**src/rtl/pipeline_hazard_controller.sv**
```systemverilog
// Stall/flush sequencer for the 5-stage pipeline: load-use interlock, mispredict flush,
// debug halt/single-step drain FSM and saturating stall/flush performance counters.
module pipeline_hazard_controller #(
  parameter int unsigned DRAIN_CYCLES = 3,
  parameter int unsigned CNT_WIDTH    = 16
) (
  input  logic                 clk,
  input  logic                 reset_n,
  input  logic [4:0]           id_rs1_i,
  input  logic [4:0]           id_rs2_i,
  input  logic                 id_rs1_used_i,
  input  logic                 id_rs2_used_i,
  input  logic [4:0]           ex_rd_i,
  input  logic                 ex_reg_wr_i,
  input  logic                 ex_load_i,
  input  logic                 br_mispredict_i,
  input  logic                 halt_req_i,
  input  logic                 step_i,
  input  logic                 resume_i,
  output logic                 pc_stall_o,
  output logic                 if_id_stall_o,
  output logic                 if_id_flush_o,
  output logic                 id_ex_stall_o,
  output logic                 id_ex_flush_o,
  output logic                 halted_o,
  output logic [CNT_WIDTH-1:0] stall_cnt_o,
  output logic [CNT_WIDTH-1:0] flush_cnt_o
);

  // DRAIN_CYCLES must be at least 1; the drain counter only needs to hold that value.
  localparam int unsigned          DW         = $clog2(DRAIN_CYCLES + 1);
  localparam logic [DW-1:0]        DRAIN_LOAD = DW'(DRAIN_CYCLES);
  localparam logic [CNT_WIDTH-1:0] CNT_MAX    = '1;

  typedef enum logic [1:0] {
    S_RUN    = 2'd0,
    S_DRAIN  = 2'd1,
    S_HALTED = 2'd2,
    S_STEP   = 2'd3
  } state_e;

  state_e                state_q, state_d;
  logic [DW-1:0]         drain_cnt_q, drain_cnt_d;
  logic                  halted_q, halted_d;
  logic [CNT_WIDTH-1:0]  stall_cnt_q, stall_cnt_d;
  logic [CNT_WIDTH-1:0]  flush_cnt_q, flush_cnt_d;

  logic rs1_match;
  logic rs2_match;
  logic hazard;
  logic normal_decode;
  logic stall_event;
  logic hold_all;
  logic flush_all;

  // Load-use hazard: EX holds a load whose destination is read by the ID instruction.
  assign rs1_match     = id_rs1_used_i & (id_rs1_i == ex_rd_i);
  assign rs2_match     = id_rs2_used_i & (id_rs2_i == ex_rd_i);
  assign hazard        = ex_load_i & ex_reg_wr_i & (ex_rd_i != 5'd0) & (rs1_match | rs2_match);
  assign normal_decode = (state_q == S_RUN) || (state_q == S_STEP);
  assign stall_event   = normal_decode & hazard & ~br_mispredict_i;

  // NOTE: every signal written in an always_comb gets a default first, so no path can infer a latch.
  always_comb begin
    hold_all  = 1'b0;
    flush_all = 1'b0;
    unique case (state_q)
      S_RUN, S_STEP: begin
        flush_all = br_mispredict_i;
        hold_all  = stall_event;
      end
      S_DRAIN: begin
        // A redirect already in flight must still complete while draining.
        flush_all = br_mispredict_i;
        hold_all  = ~br_mispredict_i;
      end
      S_HALTED: hold_all = 1'b1;
      default: ;
    endcase
  end

  // Outputs are zero-latency; they are masked while reset is asserted since they are not flops.
  assign pc_stall_o    = hold_all & reset_n;
  assign if_id_stall_o = hold_all & reset_n;
  assign id_ex_stall_o = hold_all & reset_n;
  assign if_id_flush_o = flush_all & reset_n;
  assign id_ex_flush_o = flush_all & reset_n;

  always_comb begin
    state_d     = state_q;
    drain_cnt_d = drain_cnt_q;
    unique case (state_q)
      S_RUN: begin
        if (halt_req_i) begin
          state_d     = S_DRAIN;
          drain_cnt_d = DRAIN_LOAD;
        end
      end
      S_DRAIN: begin
        drain_cnt_d = drain_cnt_q - DW'(1);
        if (drain_cnt_q == DW'(1)) begin
          state_d = S_HALTED;
        end
      end
      S_HALTED: begin
        if (resume_i) begin
          state_d = S_RUN;
        end else if (step_i) begin
          state_d = S_STEP;
        end
      end
      S_STEP: begin
        // A stalled step has not advanced its instruction yet, so it retries.
        if (!stall_event) begin
          state_d     = S_DRAIN;
          drain_cnt_d = DRAIN_LOAD;
        end
      end
      default: state_d = S_RUN;
    endcase
  end

  // halted_o rises one cycle after HALTED is entered and drops on the edge that leaves it.
  assign halted_d = (state_q == S_HALTED) && (state_d == S_HALTED);

  always_comb begin
    stall_cnt_d = stall_cnt_q;
    flush_cnt_d = flush_cnt_q;
    if (stall_event && (stall_cnt_q != CNT_MAX)) begin
      stall_cnt_d = stall_cnt_q + CNT_WIDTH'(1);
    end
    if (br_mispredict_i && (flush_cnt_q != CNT_MAX)) begin
      flush_cnt_d = flush_cnt_q + CNT_WIDTH'(1);
    end
  end

  // NOTE: sequential state uses non-blocking assignments so every flop samples pre-edge values.
  always_ff @(posedge clk or negedge reset_n) begin
    if (!reset_n) begin
      state_q     <= S_RUN;
      drain_cnt_q <= '0;
      halted_q    <= 1'b0;
      stall_cnt_q <= '0;
      flush_cnt_q <= '0;
    end else begin
      state_q     <= state_d;
      drain_cnt_q <= drain_cnt_d;
      halted_q    <= halted_d;
      stall_cnt_q <= stall_cnt_d;
      flush_cnt_q <= flush_cnt_d;
    end
  end

  assign halted_o    = halted_q;
  assign stall_cnt_o = stall_cnt_q;
  assign flush_cnt_o = flush_cnt_q;

endmodule

```
**config.mk**
```make
export PLATFORM = sky130hd
export DESIGN_NAME = pipeline_hazard_controller
export DESIGN_NICKNAME = d
export VERILOG_FILES = /design/src/rtl/pipeline_hazard_controller.sv
export SDC_FILE = /design/constraint.sdc
export NUM_CORES = 1
export LEC_CHECK = 0
export ABC_AREA = 1
export BUFFER_PORTS_ARGS = -buffer_cell sky130_fd_sc_hd__buf_2
export CAP_MARGIN = 20
export CORE_MARGIN = 3
export CORE_UTILIZATION = 23
export CTS_CLUSTER_SIZE = 28
export DETAILED_ROUTE_END_ITERATION = 8
export PLACE_DENSITY_LB_ADDON = 0.3
export SLEW_MARGIN = 10
export SYNTH_ARGS = -nofsm -noshare
export SYNTH_HDL_FRONTEND = slang
export SYNTH_SLANG_ARGS = --single-unit
export TNS_END_PERCENT = 50
```
**constraint.sdc**
```tcl
create_clock -name clk -period 4.9 [get_ports clk]
set_clock_uncertainty 0.1 [all_clocks]
set_input_delay 0.735 -clock clk [delete_from_list [all_inputs] [get_ports clk]]
set_output_delay 0.735 -clock clk [all_outputs]
set_load 0.005 [all_outputs]
```
==> results.sh <==
export IMPL_routed_wl_um=5560
export IMPL_initial_core_util_pct=24.1
export IMPL_setup_viol=0
export IMPL_hold_class="in -> async"
export IMPL_dpl_hpwl_um=4470
export IMPL_crit_path_start_kind="flop"
export IMPL_path_class="reg -> out"
export IMPL_tightest_slew_ps=480
export IMPL_crit_chain="inv_1, ha_1, nor3_1, o21ai_0, inv_1, nand2_1, a21oi_1, buf_2"
export IMPL_clock_sinks=37
export IMPL_path_buf_inv=3
export IMPL_tns_ps=0
export IMPL_post_drt_wl_per_cell_um=10.7
export IMPL_worstPathArrival_ps=1970
export IMPL_syn_num_nets=356
export IMPL_cp_max_fo=5
export IMPL_insertion_delay_ps=280
export IMPL_leakage_nw=1.52
export IMPL_post_route_min_period_ps=2810
export IMPL_ctsResizeCount=0
export IMPL_post_cts_setup_buffer_count=0
export IMPL_drive_gt1_share_pct=21.9
export IMPL_diodes=0
export IMPL_overflow=0
export IMPL_crit_family="flip-flops"
export IMPL_fin_ws_ps=2090
export IMPL_drv_cap=0
export IMPL_dp_slack_ps=2300
export IMPL_nets=421
export IMPL_power_total_mw=1.15
export IMPL_p_per_area_nw_per_um2=392
export IMPL_vdd_ir_drop_max_uv=110
export IMPL_ys_seq_elements=37
export IMPL_crit_required_ps=4070
export IMPL_drc=0
export IMPL_die_h_um=108
export IMPL_holdWs_ps=393
export IMPL_cts_path_max_buffers=2
export IMPL_synthMuxAreaShare_pct=0
export IMPL_fmax_mhz=356
export IMPL_grt_max_degree=39
export IMPL_outcome="completed"
export IMPL_syn_cell_area_um2=2400
export IMPL_vias_per_cell=4.14
export IMPL_area_delta_synth_final_pct=22.6
export IMPL_dr_pass1_iters=4
export IMPL_synth_edf_count=0
export IMPL_numCtsBuffers=5
export IMPL_ys_types=27
export IMPL_core_area_um2=9950
export IMPL_synthCells=323
export IMPL_maxSlewViolCount=0
export IMPL_yosysWarnings=0
export IMPL_syn_avg_cell_area_um2=7.44
export IMPL_grt_pass1_vias=2091
export IMPL_route_vias_total=2163
export IMPL_gp_congestion=0.768
export IMPL_period_share_pct=57.3
export IMPL_portBuffers=62
export IMPL_yosysSeqAreaShare_pct=38.5
export IMPL_die_width_um=108
export IMPL_hold_buffers=0
export IMPL_postRouteAntennaNets=0
export IMPL_die_area_um2=11700
export IMPL_relSlewSlack_pct=68.0
export IMPL_io_pins=63
export IMPL_grt_pass1_wl_um=9590
export IMPL_cp_common_cell="inv_1"
export IMPL_synth_compound_area_share_pct=6.04
export IMPL_crit_slowest_cell="dfrtp_1"
export IMPL_synthXorXnorAreaFrac_pct=10.2
export IMPL_hold_violations=0
export IMPL_fin_util_pct=29.6
export IMPL_htree_levels=2
export IMPL_max_stage_delay_ps=410
export IMPL_ys_flop_type="dfrtp_1"
export IMPL_end_kind="output port"
export IMPL_rsz0062_at_grt="false"
export IMPL_drtIter0Drc=89
export IMPL_antenna_found_initial=0
export IMPL_synthAdderAreaFrac_pct=4.16
export IMPL_synth_top_family_by_area="simple AND/OR/NAND/NOR gates"
export IMPL_async_reset_ff_share_pct=100
export IMPL_cts_root_buf="clkbuf_8"
export IMPL_cts_tree="done"
export IMPL_synth_simple_area_share_pct=31.4
export IMPL_track_usage_pct=10.1
export IMPL_row_count=36
export IMPL_cts_reportedPaths_clkPinSlew_ps=70
Yosys cell counts (6+ instances only):
master,number,area [um^2]
o21ai_0,12,60.1
nor3_1,9,45.0
nand3_1,15,75.1
dfrtp_1,37,926
nor2_1,28,105
nand4_1,6,37.5
nand2_1,103,387
ha_1,8,100
inv_1,49,184
xor2_1,23,201
per-stage QoR:
step	cells	area (um^2)
global route	522	2950
floorplan	323	2400
finish	522	2950
CTS	522	2950
detailed placement	514	2850
global placement	514	2850
cell families after synthesis:
family	Yosys count
and+or+nand+nor	171
buffers and inverters	55
DFF	37
xor gates and xnor gates	28
AOI/OAI and AO/OA	24
adders and majority gates	8
worst register-to-register path, stage by stage (launching register included):
cell and delay [ps]:
dfrtp_1 410, inv_1 110, ha_1 330, nor3_1 180, o21ai_0 100, inv_1 140
nand3_4 190, inv_4 240, nand2_1 80, nand2_1 70, nand2_1 50
layout by cell type, fill, tap and decap left out, drive strengths merged:
cell type  instances
nand4              6
xnor2              5
nand3             17
nand3b             1
nor3              11
a21oi              5
xor2              23
nor2              29
clkbuf             7
inv               50
nor4b              1
clkinv             1
buf               63
dfrtp             37
o211ai             1
o311ai             1
ha                 8
o21ai             17
nand2            105
nor4               1
power by group:
group          switching, mW  total [mW]  leakage (nW)  internal (mW)
Sequential            0.0992       0.489         0.445          0.390
Clock                  0.107       0.234        0.0542          0.127
Combinational          0.246       0.432          1.02          0.186
layout make-up:
| cell class | instances | area [um^2] |
|---|---|---|
| repair buffers | 63 | 318 |
| fillers | 1085 | 7010 |
| clock inverters | 1 | 5.00 |
| well taps | 133 | 166 |
| multi-input cells | 231 | 1250 |
| inverters | 50 | 190 |
| flip-flops and latches | 37 | 926 |
| clock buffers | 7 | 96.3 |
per-layer routing:
layer  global-route usage, %  vias up  part of all wire [%]
li1                        -     1133                     -
met1                    13.5      988                    48
met2                    16.5       36                    47
met3                    2.57        6                   4.1
met4                    2.16        0                  0.52
met5                       0        -                     0
worst paths after layout:
kind / startpoint / endpoint / slack [ps] / cells past startpoint
max: state_q[0] / pc_stall_o / 2090 / 8
min: reset_n / stall_cnt_o[12] / 390 / 2
max reg2reg: state_q[0] / stall_cnt_o[5] / 2810 / 10
min reg2reg: drain_cnt_q[1] / drain_cnt_q[1] / 390 / 2
max in group asynchronous: reset_n / stall_cnt_o[1] / 3970 / 2
min in group clk: drain_cnt_q[1] / drain_cnt_q[1] / 390 / 2
flip-flops by register name, indices dropped and copies added, names as in the netlist:
register / cells
drain_cnt_q: 2
state_q: 2
flush_cnt_o: 16
stall_cnt_o: 16
halted_o: 1
Note: power is estimated with default switching activity, not from simulation.
